File: src/rtl/lstm_cell_state_update.sv
// LSTM cell-state update c_t = f*c_prev + i*g with an internal c_prev buffer and a fixed 4-stage pipeline.
// Optional build macro LSTM_CELL_ROUND_EN: round half up before the FRAC shift (default build truncates).
module lstm_cell_state_update #(
    parameter int INT_BITS   = 4,
    parameter int HIDDEN_NUM = 32,
    parameter int IDX_W      = $clog2(HIDDEN_NUM)
) (
    input  logic             clk,
    input  logic             rst,
    input  logic             in_vld,
    input  logic             seq_start,
    input  logic [15:0]      f_data,
    input  logic [15:0]      i_data,
    input  logic [15:0]      g_data,
    output logic             out_vld,
    output logic [15:0]      out_data,
    output logic [IDX_W-1:0] out_idx,
    output logic             step_done
);

    localparam int FRAC = 16 - INT_BITS;
    localparam logic [IDX_W-1:0] LAST_IDX = IDX_W'(HIDDEN_NUM - 1);
    localparam logic [IDX_W-1:0] ZERO_IDX = IDX_W'(0);
    localparam logic [IDX_W-1:0] ONE_IDX  = IDX_W'(1);
`ifdef LSTM_CELL_ROUND_EN
    localparam logic signed [32:0] RND_BIAS = 33'sd1 <<< (FRAC - 1);
`endif

    function automatic logic [15:0] sat16(input logic signed [32:0] v);
        logic [15:0] r;
        if (v > 33'sd32767) begin
            r = 16'h7FFF;
        end else if (v < -33'sd32768) begin
            r = 16'h8000;
        end else begin
            r = v[15:0];
        end
        return r;
    endfunction

    logic [IDX_W-1:0]   widx_r;
    logic               zero_step_r;
    logic [IDX_W-1:0]   idx_s;
    logic               zs_s;
    logic [IDX_W-1:0]   widx_nxt_s;
    logic               zero_step_nxt_s;

    logic signed [15:0] mem_r [HIDDEN_NUM];

    logic               s1_vld_r;
    logic [IDX_W-1:0]   s1_idx_r;
    logic signed [15:0] s1_f_r;
    logic signed [15:0] s1_i_r;
    logic signed [15:0] s1_g_r;
    logic signed [15:0] s1_cprev_r;

    logic               s2_vld_r;
    logic [IDX_W-1:0]   s2_idx_r;
    logic signed [31:0] s2_p1_r;
    logic signed [31:0] s2_p2_r;

    logic               s3_vld_r;
    logic [IDX_W-1:0]   s3_idx_r;
    logic signed [32:0] s3_sum_r;

    logic signed [32:0] sum_adj_s;
    logic signed [32:0] shifted_s;
    logic [15:0]        c_t_s;

    logic               out_vld_r;
    logic [15:0]        out_data_r;
    logic [IDX_W-1:0]   out_idx_r;
    logic               step_done_r;

    // Element index and zero_step resolution for the incoming element, plus next counter state
    always_comb begin
        idx_s           = widx_r;
        zs_s            = zero_step_r;
        widx_nxt_s      = widx_r;
        zero_step_nxt_s = zero_step_r;
        if (in_vld) begin
            // seq_start resyncs: the element becomes idx 0 of a step with no history
            if (seq_start) begin
                idx_s = ZERO_IDX;
                zs_s  = 1'b1;
            end else begin
                idx_s = widx_r;
                zs_s  = zero_step_r;
            end
            if (idx_s == LAST_IDX) begin
                widx_nxt_s      = ZERO_IDX;
                zero_step_nxt_s = 1'b0;
            end else begin
                widx_nxt_s      = idx_s + ONE_IDX;
                zero_step_nxt_s = zs_s;
            end
        end else begin
            widx_nxt_s      = widx_r;
            zero_step_nxt_s = zero_step_r;
        end
    end

    // Write index counter and zero_step flag
    always_ff @(posedge clk) begin
        if (rst) begin
            widx_r      <= ZERO_IDX;
            zero_step_r <= 1'b1;
        end else begin
            widx_r      <= widx_nxt_s;
            zero_step_r <= zero_step_nxt_s;
        end
    end

    // Four-stage datapath: capture/read, multiply, add, shift-saturate-output
    always_ff @(posedge clk) begin
        if (rst) begin
            s1_vld_r    <= 1'b0;
            s1_idx_r    <= ZERO_IDX;
            s1_f_r      <= 16'sd0;
            s1_i_r      <= 16'sd0;
            s1_g_r      <= 16'sd0;
            s1_cprev_r  <= 16'sd0;
            s2_vld_r    <= 1'b0;
            s2_idx_r    <= ZERO_IDX;
            s2_p1_r     <= 32'sd0;
            s2_p2_r     <= 32'sd0;
            s3_vld_r    <= 1'b0;
            s3_idx_r    <= ZERO_IDX;
            s3_sum_r    <= 33'sd0;
            out_vld_r   <= 1'b0;
            out_data_r  <= 16'h0000;
            out_idx_r   <= ZERO_IDX;
            step_done_r <= 1'b0;
        end else begin
            s1_vld_r <= in_vld;
            if (in_vld) begin
                s1_idx_r   <= idx_s;
                s1_f_r     <= f_data;
                s1_i_r     <= i_data;
                s1_g_r     <= g_data;
                s1_cprev_r <= zs_s ? 16'sd0 : mem_r[idx_s];
            end
            s2_vld_r <= s1_vld_r;
            s2_idx_r <= s1_idx_r;
            s2_p1_r  <= 32'(s1_f_r) * 32'(s1_cprev_r);
            s2_p2_r  <= 32'(s1_i_r) * 32'(s1_g_r);
            s3_vld_r <= s2_vld_r;
            s3_idx_r <= s2_idx_r;
            s3_sum_r <= 33'(s2_p1_r) + 33'(s2_p2_r);
            out_vld_r   <= s3_vld_r;
            step_done_r <= s3_vld_r && (s3_idx_r == LAST_IDX);
            if (s3_vld_r) begin
                out_data_r <= c_t_s;
                out_idx_r  <= s3_idx_r;
            end
        end
    end

`ifdef LSTM_CELL_ROUND_EN
    assign sum_adj_s = s3_sum_r + RND_BIAS;
`else
    assign sum_adj_s = s3_sum_r;
`endif
    assign shifted_s = sum_adj_s >>> FRAC;
    assign c_t_s     = sat16(shifted_s);

    // c_t write-back; a same-index read is always at least HIDDEN_NUM cycles away, so no bypass
    always_ff @(posedge clk) begin
        if (!rst && s3_vld_r) begin
            mem_r[s3_idx_r] <= c_t_s;
        end
    end

    assign out_vld   = out_vld_r;
    assign out_data  = out_data_r;
    assign out_idx   = out_idx_r;
    assign step_done = step_done_r;

endmodule

File: config.mk
export PLATFORM = sky130hd
export DESIGN_NAME = lstm_cell_state_update
export DESIGN_NICKNAME = d
export VERILOG_FILES = /design/src/rtl/lstm_cell_state_update.sv
export SDC_FILE = /design/constraint.sdc
export NUM_CORES = 2
export LEC_CHECK = 0
export CORE_UTILIZATION = 40
export DETAILED_ROUTE_END_ITERATION = 12
export DONT_BUFFER_PORTS = 1
export HOLD_SLACK_MARGIN = 0.02
export PLACE_DENSITY_LB_ADDON = 0.05
export SLEW_MARGIN = 20
export SYNTH_ARGS = -nofsm -noshare
export SYNTH_HDL_FRONTEND = slang
export SYNTH_SLANG_ARGS = --single-unit
File: constraint.sdc
create_clock -name clk -period 12.5 [get_ports clk]
set_input_delay 3.75 -clock clk [delete_from_list [all_inputs] [get_ports clk]]
set_output_delay 3.75 -clock clk [all_outputs]
set_load 0.01 [all_outputs]
==> results_dict.tcl <==
set metrics [dict create \
    status "complete, but fails checks" \
    failed_checks "design-rule violations" \
    dieArea_um2 118000 \
    syn_area_um2 46500 \
    drive_gt1_frac 0.0914 \
    nNetsFinal 4522 \
    synth_nets 4544 \
    wl_per_cell_um 22.1 \
    power.density_nw_per_um2 128 \
    htree_levels 3 \
    hold-path-cell-count 1 \
    setup-tns-final_ns 0 \
    grt_pass1_wl_um 184000 \
    cts_sinks 708 \
    hold_viol 0 \
    wl_um 118000 \
    grt_pass1_vias 30500 \
    startpoint_type "flop" \
    r2r_start "s1_i_r[15]" \
    die-height_um 343 \
    path_class "reg2reg" \
    drc 14 \
    synth_top_area_frac 0.331 \
    seq_area_frac_synth 0.415 \
    fin_cells 5322 \
    io_buffer_count 0 \
    clkTransAtPathRegs_ns 0.06 \
    rows 124 \
    p_leak_uw 0.0213 \
    yosys-top-cells-count "577 x inv_1, 524 x fa_1, 512 x edfxtp_1" \
    grt_max_degree 197 \
    slew_viol_final 0 \
    ys_seq_elements 708 \
    dpl.hpwl_um 82200 \
    grt_setup_unrepaired "no" \
    final.min_clock_period_ns 7.03 \
    synth_cells 3771 \
    first_pass_iters 9 \
    setup_viol 0 \
    fp.coreArea_um2 115000 \
    r2r_slack_ns 5.47 \
    root_buffer "clkbuf_16" \
    worstReg2RegEnd "s2_p2_r[31]" \
    start_util 0.405 \
    insertion_delay_ns 0.67 \
    clock_skew_ns 0.0568 \
    arrival_ns 7.57 \
    cts_setup_buffers 0 \
    syn_avg_cell_area_um2 12.3 \
    grt_util_all_layers 0.208 \
    hp-class "reg2reg" \
    globalplace.congestion 0.832 \
    gr-total-overflow 0 \
    cts_resized 0 \
    synth.area.top_cells "edfxtp_1 33%, fa_1 23%, dfxtp_1 8.4%" \
    postCtsHoldBufs 0 \
    crit_path_max_fanout 17 \
    synthArstFlopShare 0 \
    synth.distinct_cells 77 \
    cts_tree "built" \
    numCtsBuffers 82 \
    slew_headroom 0.287 \
    io_pins 75 \
    clockBufferDepth 3 \
    rr_worst_depth 19 \
    power.total_uw 6530 \
    antenna_found_initial 7 \
    fmax_ghz 0.142 \
    peakVddDrop_mv 0.115 \
    maxCapViolCount 0 \
    end_kind "flop" \
    synth_edf_count 512 \
    synth_top_cell_by_area "edfxtp_1" \
    vias_per_cell 5.25 \
    chipWidth_um 343 \
    placed_cells 5177 \
    worstPathRequired_ns 13.03 \
    whs_ns 0.438 \
    hold_start "s1_idx_r[0]" \
    synth_warnings 0 \
    vias 28000 \
    tightest_slew_ns 1.07 \
    yosysMostFrequentCell "inv_1" \
    whs_endpoint "s2_idx_r[0]" \
    syn_to_final_growth_pct 9.56 \
    drt_iter0_drc 1783 \
    fin_crit_sh 0.563 \
    antenna_left 0 \
    yosys_most_used_dff "edfxtp_1" \
]
cell usage in the layout (no fill, tap or decap), types with 83 or more instances in the layout:
master     netlist  layout
and2_1         282     280
clkbuf_16        0      83
dfxtp_1        196     196
edfxtp_1       512     512
fa_1           524     524
ha_1           197     197
inv_1          577     577
mux4_2         128     128
nand2_1        344     341
nor2_1         242     234
worst max path at each step:
stage,end,from,cells after the start,slack (ns)
after CTS,s2_p2_r[31],s1_i_r[15],19,5.48
after global routing,s2_p2_r[31],s1_i_r[15],19,5.10
final,s2_p2_r[31],s1_i_r[15],19,5.47
after floorplan,s2_p2_r[31],s1_g_r[8],24,6.35
after detailed placement,s1_cprev_r[1],in_vld,9,5.16
after global placement,s1_cprev_r[1],in_vld,9,5.22
state kept, by name, indices dropped and copies added (netlist names), 16 cells and up:
signal / cells
s1_f_r: 16
mem_r: 512
s2_p1_r: 32
s1_g_r: 16
s3_sum_r: 21
s1_cprev_r: 16
s2_p2_r: 32
s1_i_r: 16
out_data: 16
stage by stage:
stage,area [um2],utilization,setup WS (ns)
after floorplan,46500,-,6.35
after global placement,48100,0.419,5.22
after detailed placement,48100,0.419,5.16
after CTS,50900,0.443,5.48
after global routing,50900,0.443,5.10
final,50900,0.443,5.47
where the power goes:
group / leakage (uW) / switching [uW] / internal, uW / total (uW)
logic: 0.0138 / 758 / 315 / 1070
clock network: 0.00134 / 1000 / 1460 / 2470
registers: 0.00623 / 77.2 / 2910 / 2990
worst max-delay path, stage by stage (launching register included):
cell	delay, ns
dfxtp_1	0.77
nand2_1	0.20
inv_1	0.18
fa_1	0.57
fa_1	0.93
fa_1	0.53
fa_1	0.51
fa_1	0.49
inv_1	0.05
fa_1	0.47
inv_1	0.04
ha_1	0.39
and4_1	0.27
nand4_1	0.14
nor3_1	0.51
o31ai_2	0.21
o2111ai_1	0.26
a21oi_1	0.11
xnor2_1	0.22
nor2_1	0.06
cells by family (layout without fill, tap and decap cells):
group | Yosys count | count (layout) | synth area share
and+or+nand+nor | 1001 | 1001 | 0.104
buffers and inverters | 745 | 783 | 0.0626
xor gates and xnor gates | 82 | 82 | 0.0155
adders and majority gates | 721 | 721 | 0.279
muxes | 203 | 203 | 0.0782
other | 0 | 1 | 0
AOI/OAI and AO/OA | 311 | 311 | 0.0459
DFF | 708 | 708 | 0.415
area by class of cell:
type / count / area, um2
fillers: 10700 / 63900
multi-input cells: 2318 / 24300
flip-flops and latches: 708 / 19300
clock buffers: 104 / 2210
inverters: 578 / 2170
well taps: 1512 / 1890
clock inverters: 40 / 559
repair buffers: 61 / 458
diodes: 1 / 2.50
per-layer routing:
layer / global-route usage / vias to the layer above / part of all wire
li1: - / 12400 / -
met1: 0.271 / 14800 / 0.42
met2: 0.359 / 610 / 0.50
met3: 0.0325 / 173 / 0.048
met4: 0.0597 / 2 / 0.027
met5: 0 / - / 0.00011
No activity file was read; power rests on OpenSTA's default activity.
